<file path="config.mk">
export PLATFORM = sky130hd
export DESIGN_NAME = speed_actuator
export DESIGN_NICKNAME = d
export VERILOG_FILES = /design/src/rtl/speed_actuator_pkg.sv /design/src/rtl/speed_actuator_tick_gen.sv /design/src/rtl/speed_actuator.sv
export SDC_FILE = /design/constraint.sdc
export NUM_CORES = 1
export LEC_CHECK = 0
export CAP_MARGIN = 0
export CORE_ASPECT_RATIO = 0.8
export CORE_MARGIN = 5
export CORE_UTILIZATION = 57
export CTS_BUF_LIST = sky130_fd_sc_hd__clkbuf_4
export CTS_CLUSTER_SIZE = 24
export DETAILED_ROUTE_END_ITERATION = 6
export PLACE_DENSITY = 0.87
export SYNTH_ARGS = -nofsm -noshare
export SYNTH_HDL_FRONTEND = slang
export SYNTH_SLANG_ARGS = --single-unit
</file>
<file path="constraint.sdc">
create_clock -name clk -period 2.6 [get_ports clk]
set_input_delay 0.52 -clock clk [delete_from_list [all_inputs] [get_ports clk]]
set_output_delay 0.52 -clock clk [all_outputs]
set_load 0.03 [all_outputs]
</file>
<file path="src/rtl/speed_actuator_pkg.sv">
// Shared types and helpers for the speed actuation stage and the control FSM.
// Latency: n/a (declarations only).
// Backpressure: n/a.
// Contents: door-state encoding, speed width, saturating speed arithmetic.
package speed_actuator_pkg;

  localparam int SPEED_W = 8;

  typedef enum logic [1:0] {
    LOCKED = 2'b00,
    ARMING = 2'b01,
    OPEN   = 2'b10
  } door_state_t;

  // Add a step and clamp at the ceiling. The 9-bit sum keeps a carry out of
  // 255 from wrapping back to a small speed.
  function automatic logic [SPEED_W-1:0] speed_up(
    input logic [SPEED_W-1:0] spd,
    input logic [SPEED_W:0]   step,
    input logic [SPEED_W:0]   ceil
  );
    logic [SPEED_W:0] sum;
    sum = {1'b0, spd} + step;
    return (sum > ceil) ? ceil[SPEED_W-1:0] : sum[SPEED_W-1:0];
  endfunction

  // Subtract a step and floor at zero.
  function automatic logic [SPEED_W-1:0] speed_down(
    input logic [SPEED_W-1:0] spd,
    input logic [SPEED_W:0]   step
  );
    logic [SPEED_W:0] diff;
    diff = {1'b0, spd} - step;
    return ({1'b0, spd} > step) ? diff[SPEED_W-1:0] : '0;
  endfunction

endpackage

</file>
<file path="src/rtl/speed_actuator_tick_gen.sv">
// Prescaler producing the speed update strobe once every TICK_DIV cycles.
// Latency: speed_tick is high in the cycle the count sits at TICK_DIV-1.
// Backpressure: none, free-running.
// Ports: clk, rst (async active-low), speed_tick (out, 1-cycle pulse).
module speed_actuator_tick_gen #(
  parameter int TICK_DIV = 4
) (
  input  logic clk,
  input  logic rst,
  output logic speed_tick
);

  localparam int CW = $clog2(TICK_DIV);
  localparam logic [CW-1:0] LAST = CW'(TICK_DIV - 1);

  logic [CW-1:0] cnt;

  always_ff @(posedge clk or negedge rst) begin
    if (!rst) begin
      cnt <= '0;
    end else if (cnt == LAST) begin
      cnt <= '0;
    end else begin
      cnt <= cnt + 1'b1;
    end
  end

  assign speed_tick = (cnt == LAST);

endmodule

</file>
<file path="src/rtl/speed_actuator.sv">
// Vehicle model: rate-limited speed, throttle/brake strobes, door-release FSM.
// Latency: speed/strobes update on the tick edge, door FSM every edge; all registered.
// Backpressure: none; commands are levels sampled every cycle.
// Ports: clk, rst (async active-low), accelerate_car, unlock_door in;
//        car_speed[7:0], speed_tick, throttle, brake, door_open out.
module speed_actuator
  import speed_actuator_pkg::*;
#(
  parameter int TICK_DIV    = 4,
  parameter int ACC_STEP    = 2,
  parameter int DEC_STEP    = 4,
  parameter int MAX_SPEED   = 200,
  parameter int UNLOCK_HOLD = 8
) (
  input  logic               clk,
  input  logic               rst,
  input  logic               accelerate_car,
  input  logic               unlock_door,
  output logic [SPEED_W-1:0] car_speed,
  output logic               speed_tick,
  output logic               throttle,
  output logic               brake,
  output logic               door_open
);

  localparam logic [SPEED_W:0] ACC9 = ACC_STEP[SPEED_W:0];
  localparam logic [SPEED_W:0] DEC9 = DEC_STEP[SPEED_W:0];
  localparam logic [SPEED_W:0] MAX9 = MAX_SPEED[SPEED_W:0];

  localparam int HC_W = $clog2(UNLOCK_HOLD + 1);
  localparam logic [HC_W-1:0] HOLD_LAST = HC_W'(UNLOCK_HOLD);

  door_state_t     door_state;
  logic [HC_W-1:0] hold_cnt;
  logic            acc_ok;
  logic            qual;

  speed_actuator_tick_gen #(
    .TICK_DIV (TICK_DIV)
  ) u_tick_gen (
    .clk        (clk),
    .rst        (rst),
    .speed_tick (speed_tick)
  );

  // Interlock: the door must be fully LOCKED for acceleration to apply.
  assign acc_ok = accelerate_car && (door_state == LOCKED);
  // Accelerate wins over unlock, and the door only arms at standstill.
  assign qual   = unlock_door && !accelerate_car && (car_speed == '0);

  always_ff @(posedge clk or negedge rst) begin
    if (!rst) begin
      car_speed <= '0;
      throttle  <= 1'b0;
      brake     <= 1'b0;
    end else if (speed_tick) begin
      car_speed <= acc_ok ? speed_up(car_speed, ACC9, MAX9)
                          : speed_down(car_speed, DEC9);
      throttle  <= acc_ok;
      brake     <= !acc_ok && (car_speed != '0);
    end
  end

  always_ff @(posedge clk or negedge rst) begin
    if (!rst) begin
      door_state <= LOCKED;
      hold_cnt   <= '0;
      door_open  <= 1'b0;
    end else begin
      case (door_state)
        LOCKED: begin
          if (qual) begin
            // The qualifying cycle that leaves LOCKED is the first counted one.
            if (UNLOCK_HOLD <= 1) begin
              door_state <= OPEN;
              door_open  <= 1'b1;
              hold_cnt   <= '0;
            end else begin
              door_state <= ARMING;
              hold_cnt   <= HC_W'(1);
            end
          end
        end
        ARMING: begin
          if (!qual) begin
            door_state <= LOCKED;
            hold_cnt   <= '0;
          end else if (hold_cnt + 1'b1 == HOLD_LAST) begin
            door_state <= OPEN;
            door_open  <= 1'b1;
            hold_cnt   <= '0;
          end else begin
            hold_cnt <= hold_cnt + 1'b1;
          end
        end
        OPEN: begin
          if (!unlock_door || accelerate_car) begin
            door_state <= LOCKED;
            door_open  <= 1'b0;
          end
        end
        default: begin
          door_state <= LOCKED;
          door_open  <= 1'b0;
          hold_cnt   <= '0;
        end
      endcase
    end
  end

endmodule

</file>
==> qor.yml, run 1 <==
logic_synthesis:
  syn_nets: 164
  synth-async-reset-ratio_pct: 100
  postSynthAreaPerCell_um2: 8.52
  synth_edf_count: 0
  synth.area.top_cells: "dfrtp_1, ha_1, nand2_1"
  yosys_most_used_dff: "dfrtp_1"
  synthDominantCellAreaShare_pct: 34.5
  synth.ff_latch_count: 18
  syn_area_um2: 1300
  synth_warnings: 0
  postSynthCellCount: 153
  yosys.area.top_type: "dfrtp_1"
  synth_seq_area_share_pct: 34.5
  synth_cell_types: 44
pwr:
  ir_worst_vdd_mv: 0.618
  p_sw_uw: 584
  combPwrFrac_pct: 49.1
  p_leak_uw: 0.000624
  netSwitchingFraction_pct: 47.6
  p_per_area_nw_per_um2: 836
  p_clk_share_pct: 12.0
  p_int_uw: 643
  seq_power_share_pct: 38.8
finish:
  regArea_um2: 450
  diodes: 0
  multiInputGateArea_um2: 783
  drive_gt1_share_pct: 7.32
  nFillCells: 168
  layout.nets: 176
  syn_to_final_growth_pct: 12.7
placed_design:
  hpwl_um: 2140
  pre_cts_ws_ps: 481
  place_congestion: 0.932
  numPortBuffers: 14
global_route:
  gr-usage-met1_pct: 24.1
  busiest_layer: "met2"
  grt_pass1_vias: 1099
  grt_use_total_pct: 18.9
  grt_start_max_net_pins: 19
  grt.met3_usage_pct: 6.22
  antenna_found_initial: 0
  grt_pass1_wl_um: 5030
  gr-usage-met2_pct: 31.1
  overflow: 0
timing:
  max_slew_margin_pct: 46.6
  hold_ws_ps: 433
  finClkSkew_ps: 5.16
  setup_viol: 0
  finalHoldViolCount: 0
  setup_tns_ps: 0
  min_period_ps: 2300
  clock.fmax_mhz: 434
  tightest_slew_ps: 799
  slew_viol_final: 0
  setup_ws_ps: 296
  rsz0062_at_grt: "false"
  post-route-period-util_pct: 88.6
setup_path:
  cp_top_family: "buffers and inverters"
  crit_slowest_cell: "clkdlybuf4s50_1"
  startpoint_type: "flop"
  crit_buf_inv: 1
  crit_path_end_kind: "primary output"
  critical_path.max_fanout: 16
  worstSetupPathType: "flop to primary output"
  cp_cell_sequence: "clkdlybuf4s50_1"
  critPathArrivalTime_ps: 1780
  critical-path-max-stage-delay_ps: 780
  critPathRequiredTime_ps: 2080
die:
  rows: 15
  die_y_um: 52.8
  coreArea_um2: 2180
  io_pins: 16
  die_w_um: 63.5
  floorplan.die_area_um2: 3350
  initial_core_util_pct: 59.9
hold_path:
  hold_class: "flop to flop"
detailed_routing:
  dr.pass1.iters: 4
  wire_per_inst_um: 15.2
  drt-vias-per-instance: 6.11
  via_count: 1154
  drcViolationCount: 0
  dr.first_iter.drc_count: 54
  routed_wl_um: 2870
  ant_nets: 0
clock_tree:
  numClockSinks: 18
  cts_resized: 0
  cts_setup_buffers: 0
  hold_buffers: 0
  h-tree-depth: 1
  numCtsBuffers: 3
  clock_latency_ps: 300
  cts_tree: "yes"
  cts_root_buf: "clkbuf_4"
  clock_path_buffers: 2
  cts.reportedPaths.clkPinSlew_ps: 110
job:
  maxCapViolations: 0
run_status:
  outcome: "complete, no violations"
-- synthesized netlist by cell type (4+ instances only) --
master and instances:
ha_1 7, o21ai_0 9, dfrtp_1 18, o21ai_1 5, a21oi_1 10, nor2_1 10, nand2_1 15, clkbuf_1 4
nor3_1 5, nand3_1 7, inv_1 8, and3_1 4
-- kinds of logic after synthesis --
| logic type | Yosys count | synth area share [%] |
|---|---|---|
| xor gates and xnor gates | 4 | 2.69 |
| other | 1 | 0.288 |
| adders and majority gates | 7 | 6.72 |
| and+or+nand+nor | 61 | 27.6 |
| muxes | 1 | 0.768 |
| AOI/OAI and AO/OA | 45 | 22.0 |
| buffers and inverters | 16 | 5.37 |
| DFF | 18 | 34.5 |
-- flip-flops by register name (all words and copies together), names as in the netlist --
name            cells
car_speed           7
door_open           1
u_tick_gen.cnt      2
throttle            1
door_state          2
brake               1
hold_cnt            4
-- placed cells by master, fill, tap and decap left out, types with 2 or more instances in the layout --
master,n
o31ai_1,3
dfrtp_1,18
o22a_1,2
clkbuf_4,3
xnor2_1,3
nand2_1,15
a21oi_1,10
a211o_1,2
nor4_4,2
nor2_1,10
and2_1,2
nor3_1,5
o21ai_1,5
a211oi_1,2
a21o_1,2
ha_1,7
a21oi_2,2
nand3_1,7
clkdlybuf4s50_1,14
nor3b_1,3
nand2b_1,3
and3_1,4
nand4_1,3
inv_1,8
o21ai_0,9
-- layout make-up --
cell class / count / area share (%)
clock buffers: 3 / 1.53
flip-flops and latches: 18 / 30.7
multi-input cells: 119 / 53.3
clock inverters: 1 / 0.256
inverters: 8 / 2.04
repair buffers: 15 / 10.1
well taps: 25 / 2.13
-- layer usage --
layer  up-vias  wire length (um)
met4         0                15
li1        569                 -
met1       548              1310
met5         -                 0
met2        35              1380
met3         2               169
-- per-stage QoR --
stage / std cells / power (uW) / util (%) / cell area (um^2)
final: 189 / 1230 / 67.5 / 1470
after global routing: 189 / 1320 / 67.5 / 1470
after CTS: 189 / 1230 / 67.5 / 1470
after detailed placement: 185 / 1080 / 66.3 / 1440
after global placement: 185 / 1050 / 66.3 / 1440
after floorplan: 153 / 910 / - / 1300
-- worst paths after layout --
path / start / cells past startpoint / slack, ps / endpoint
max reg2reg: car_speed[1]$_DFFE_PN0P_ / 6 / 490 / car_speed[3]$_DFFE_PN0P_
min in group asynchronous: rst / 1 / 670 / hold_cnt[1]$_DFFE_PN0P_
min reg2reg: u_tick_gen.cnt[0]$_DFF_PN0_ / 1 / 430 / u_tick_gen.cnt[0]$_DFF_PN0_
max: car_speed[4]$_DFFE_PN0P_ / 1 / 300 / car_speed[4]
min: u_tick_gen.cnt[0]$_DFF_PN0_ / 1 / 430 / u_tick_gen.cnt[0]$_DFF_PN0_
max in group asynchronous: rst / 1 / 1430 / car_speed[1]$_DFFE_PN0P_
-- worst register-to-register path, delay by kind of cell, from the launching register on --
family                     cells  cell delay [ps]
adders and majority gates      1              350
DFF                            1              530
AOI/OAI and AO/OA              2              410
and+or+nand+nor                2              480
xor gates and xnor gates       1              230
-- power groups by stage --
stage          combinational [uW]  clock [uW]  sequential [uW]
6_report                      603         148              477
5_1_grt                       666         168              491
4_1_cts                       602         151              475
3_5_place_dp                  597           0              479
3_3_place_gp                  576           0              472
2_1_floorplan                 421           0              488
(Power assumes the default switching activity.)
==> run 2: changes to the inputs <==
--- a/config.mk
+++ b/config.mk
@@ -5,14 +5,14 @@
 export SDC_FILE = /design/constraint.sdc
 export NUM_CORES = 1
 export LEC_CHECK = 0
-export CAP_MARGIN = 0
 export CORE_ASPECT_RATIO = 0.8
 export CORE_MARGIN = 5
 export CORE_UTILIZATION = 57
 export CTS_BUF_LIST = sky130_fd_sc_hd__clkbuf_4
 export CTS_CLUSTER_SIZE = 24
 export DETAILED_ROUTE_END_ITERATION = 6
-export PLACE_DENSITY = 0.87
+export PLACE_DENSITY = 0.91
+export SKIP_CTS_REPAIR_TIMING = 1
 export SYNTH_ARGS = -nofsm -noshare
 export SYNTH_HDL_FRONTEND = slang
 export SYNTH_SLANG_ARGS = --single-unit
==> run 2 against run 1 <==
  * Worst hold slack improved by 8.9 ps
  * Count of clock-buffer cells in the layout is the same
  * Power is essentially flat
  * Worst setup slack got worse by 97 ps
  * Highest routed layer unchanged
  * Critical path depth grew 1
  * Clock skew shrank 2.0 ps
  * Via count rose by 1.3%
  * Register-to-register slack improved by 50 ps
  * Non-clock buffer count fell by 1
  * Flip-flop and latch count did not move
  * Die area stayed put
==> qor.yml, run 2 (synthesis results as in run 1) <==
run_status:
  outcome: "complete, no violations"
timing:
  clock.fmax_mhz: 416
  min_period_ps: 2400
  finalHoldViolCount: 0
  post-route-period-util_pct: 92.3
  max_slew_margin_pct: 47.5
  hold_ws_ps: 442
  setup_viol: 0
  setup_tns_ps: 0
  tightest_slew_ps: 785
  rsz0062_at_grt: "false"
  finClkSkew_ps: 3.19
  slew_viol_final: 0
setup_path:
  crit_path_end_kind: "primary output"
  critPathRequiredTime_ps: 2080
  critical_path.max_fanout: 16
  critPathArrivalTime_ps: 1880
  r2r_slack_ps: 540
  startpoint_type: "flop"
  worstSetupPathType: "flop to primary output"
detailed_routing:
  drt-vias-per-instance: 6.25
  dr.pass1.iters: 4
  via_count: 1169
  drcViolationCount: 0
  routed_wl_um: 2900
  ant_nets: 0
  wire_per_inst_um: 15.5
  dr.first_iter.drc_count: 113
die:
  floorplan.die_area_um2: 3350
  io_pins: 16
  initial_core_util_pct: 59.9
  die_y_um: 52.8
  coreArea_um2: 2180
  rows: 15
  die_w_um: 63.5
finish:
  layout_commonest_cell: "dfrtp_1"
  syn_to_final_growth_pct: 11.8
  regMostFlops: "car_speed"
  largest_reg_flops: 7
  drive_gt1_share_pct: 6.79
  layout_common_cells: "dfrtp_1, nand2_1, clkdlybuf4s50_1, nor2_1, a21oi_1"
  largestRegisters: "car_speed: 7 flops, hold_cnt: 4 flops"
  diodes: 0
  nFillCells: 183
  layout.nets: 175
  final_cell_area_um2: 1460
hold_path:
  hold_class: "flop to flop"
clock_tree:
  cts_root_buf: "clkbuf_4"
  numCtsBuffers: 3
  numClockSinks: 18
  cts.reportedPaths.clkPinSlew_ps: 90
  cts_tree: "yes"
  clock_path_buffers: 2
  h-tree-depth: 1
  clock_latency_ps: 290
pwr:
  p_leak_uw: 0.000617
  p_per_area_nw_per_um2: 843
  ir_worst_vdd_mv: 0.615
  total_power_uw: 1230
placed_design:
  hpwl_um: 2200
  numPortBuffers: 14
  place_area_um2: 1440
  place_congestion: 0.986
global_route:
  antenna_found_initial: 0
  grt_pass1_wl_um: 5020
  grt_use_total_pct: 18.9
  grt_pass1_vias: 1078
  grt_start_max_net_pins: 19
  overflow: 0
job:
  maxCapViolations: 0
## run 2: power breakdown
| part | switching, uW | internal (uW) | total, uW |
|---|---|---|---|
| combinational | 358 | 255 | 613 |
| sequential | 148 | 333 | 481 |
| clock | 81.2 | 53.9 | 135 |
| total | 587 | 642 | 1230 |
## run 2: layout make-up
class	instances	area, um^2	share of cell area, %
inverters	8	30.0	2.06
well taps	25	31.3	2.15
flip-flops and latches	18	450	30.9
clock buffers	3	22.5	1.55
multi-input cells	119	783	53.7
repair buffers	14	140	9.61
## run 2: worst paths after layout
check	from	endpoint	cells past startpoint
worst min-delay path	u_tick_gen.cnt[0]$_DFF_PN0_	u_tick_gen.cnt[0]$_DFF_PN0_	1
max in group asynchronous	rst	car_speed[3]$_DFFE_PN0P_	1
min in group asynchronous	rst	hold_cnt[2]$_DFFE_PN0P_	1
worst max-delay path	u_tick_gen.cnt[0]$_DFF_PN0_	speed_tick	2
worst max register to register	car_speed[1]$_DFFE_PN0P_	car_speed[3]$_DFFE_PN0P_	6
worst min register to register	u_tick_gen.cnt[0]$_DFF_PN0_	u_tick_gen.cnt[0]$_DFF_PN0_	1
## run 2: stage by stage
| stage | setup WS, ps | util (%) | cells |
|---|---|---|---|
| after global routing | 70.8 | 67.0 | 187 |
| after global placement | 575 | 65.9 | 184 |
| after floorplan | 555 | - | 153 |
| after detailed placement | 497 | 65.9 | 184 |
| final | 199 | 67.0 | 187 |
| after CTS | 212 | 67.0 | 187 |
## run 2: per-layer routing
metal,track usage (%),routed length (um),vias up
met4,4.15,34,0
li1,-,-,568
met1,25.1,1300,535
met5,0,0,-
met3,6.65,245,8
met2,29.7,1310,58
## run 2: critical path, cell delays in order, from the launching register on
cell             delay (ps)
dfrtp_1                 370
ha_1                    460
clkdlybuf4s50_1         760
==> run 3: changes to the inputs <==
--- a/config.mk
+++ b/config.mk
@@ -12,6 +12,7 @@
 export CTS_CLUSTER_SIZE = 24
 export DETAILED_ROUTE_END_ITERATION = 6
 export PLACE_DENSITY = 0.91
+export SETUP_SLACK_MARGIN = 0.2
 export SKIP_CTS_REPAIR_TIMING = 1
 export SYNTH_ARGS = -nofsm -noshare
 export SYNTH_HDL_FRONTEND = slang
==> run 3 against run 2 <==
  * Fmax rose by 6.9%
  * Worst setup slack improved by 160 ps
  * Worst hold slack improved by 4.5 ps
==> qor.yml, run 3 (synthesis results as in run 1) <==
setup_path:
  startpoint_type: "flop"
  crit_path_end_kind: "primary output"
  reg2regPathDepth: 6
  critPathRequiredTime_ps: 2080
  critPathArrivalTime_ps: 1730
  r2r-start: "car_speed[1]$_DFFE_PN0P_"
  r2r_slack_ps: 550
  worstSetupPathType: "flop to primary output"
  cp-startpoint: "u_tick_gen.cnt[0]$_DFF_PN0_"
  r2r-end: "car_speed[3]$_DFFE_PN0P_"
  critical_path.max_fanout: 16
global_route:
  grt_start_max_net_pins: 19
  antenna_found_initial: 0
  overflow: 0
  grt_pass1_vias: 1078
  grt_use_total_pct: 18.9
  grt_pass1_wl_um: 5020
timing:
  slew_viol_final: 0
  setup_viol: 0
  clock.fmax_mhz: 445
  tightest_slew_ps: 783
  setup_tns_ps: 0
  finalHoldViolCount: 0
  post-route-period-util_pct: 86.4
  rsz0062_at_grt: "false"
  hold_ws_ps: 446
  max_slew_margin_pct: 47.7
  min_period_ps: 2250
  finClkSkew_ps: 5.41
finish:
  nFillCells: 181
  layout_common_cells: "dfrtp_1, nand2_1, clkdlybuf4s50_1, nor2_1, a21oi_1"
  largest_reg_flops: 7
  layout_commonest_cell: "dfrtp_1"
  layout.nets: 175
  drive_gt1_share_pct: 8.02
  final_cell_area_um2: 1460
  syn_to_final_growth_pct: 12.1
  diodes: 0
  regMostFlops: "car_speed"
  final_util_pct: 67.1
  final_cell_count_no_fill: 187
  largestRegisters: "car_speed: 7 flops, hold_cnt: 4 flops"
clock_tree:
  cts.reportedPaths.clkPinSlew_ps: 90
  clock_latency_ps: 290
  cts_root_buf: "clkbuf_4"
  cts_tree: "yes"
  numCtsBuffers: 3
  numClockSinks: 18
  h-tree-depth: 1
  clock_path_buffers: 2
detailed_routing:
  ant_nets: 0
  drcViolationCount: 0
  drt-vias-per-instance: 6.25
  dr.first_iter.drc_count: 103
  dr.pass1.iters: 4
  wire_per_inst_um: 15.6
  via_count: 1169
  routed_wl_um: 2910
die:
  coreArea_um2: 2180
  initial_core_util_pct: 59.9
  io_pins: 16
  die_w_um: 63.5
  die_y_um: 52.8
  floorplan.die_area_um2: 3350
  rows: 15
pwr:
  ir_worst_vdd_mv: 0.615
  p_leak_uw: 0.000615
  p_per_area_nw_per_um2: 843
placed_design:
  place_congestion: 0.986
  dpl.cell_count: 184
  place_area_um2: 1440
  hpwl_um: 2200
  numPortBuffers: 14
hold_path:
  min-delay-start: "u_tick_gen.cnt[0]$_DFF_PN0_"
  hold_class: "flop to flop"
  hold_path_depth: 1
  holdPathEnd: "u_tick_gen.cnt[0]$_DFF_PN0_"
run_status:
  outcome: "complete, no violations"
job:
  maxCapViolations: 0
## run 3: metrics by stage
stage | setup WS (ps) | total power (uW)
floorplan | 555 | 910
global placement | 575 | 1050
detailed placement | 497 | 1090
CTS | 212 | 1230
global route | 249 | 1320
finish | 354 | 1230
## run 3: worst max-delay path by stage
| stage | slack, ps | to | depth (start not counted) |
|---|---|---|---|
| 2_1_floorplan | 560 | car_speed[3]$_DFFE_PN0P_ | 7 |
| 3_3_place_gp | 580 | speed_tick | 2 |
| 3_5_place_dp | 500 | car_speed[6]$_DFFE_PN0P_ | 6 |
| 4_1_cts | 210 | speed_tick | 2 |
| 5_1_grt | 250 | speed_tick | 2 |
| 6_report | 350 | speed_tick | 2 |
## run 3: power breakdown
group          switching (uW)  total (uW)  internal [uW]
clock                    82.2         136           53.9
combinational             358         613            255
sequential                147         482            335
total                     587        1230            644
## run 3: final cells by class
class                      count  area, um^2  area share (%)
tap                           25        31.3            2.14
inverter                       8        30.0            2.05
clock buffer                   3        22.5            1.54
timing repair buffer          14         140            9.59
multi-input combinational    119         786            53.8
sequential                    18         452            30.9
## run 3: metal layers
layer	GRT usage (%)	wire length, um	up-vias	part of all wire [%]
met4	4.15	34	0	1.2
met2	29.7	1310	55	45
met3	6.65	236	6	8.1
met1	25.1	1330	540	46
li1	-	-	568	-
met5	0	0	-	0
## run 3: worst max-delay path: stages (launching register included)
cell	delay [ps]
dfrtp_1	370
ha_2	340
clkdlybuf4s50_1	720
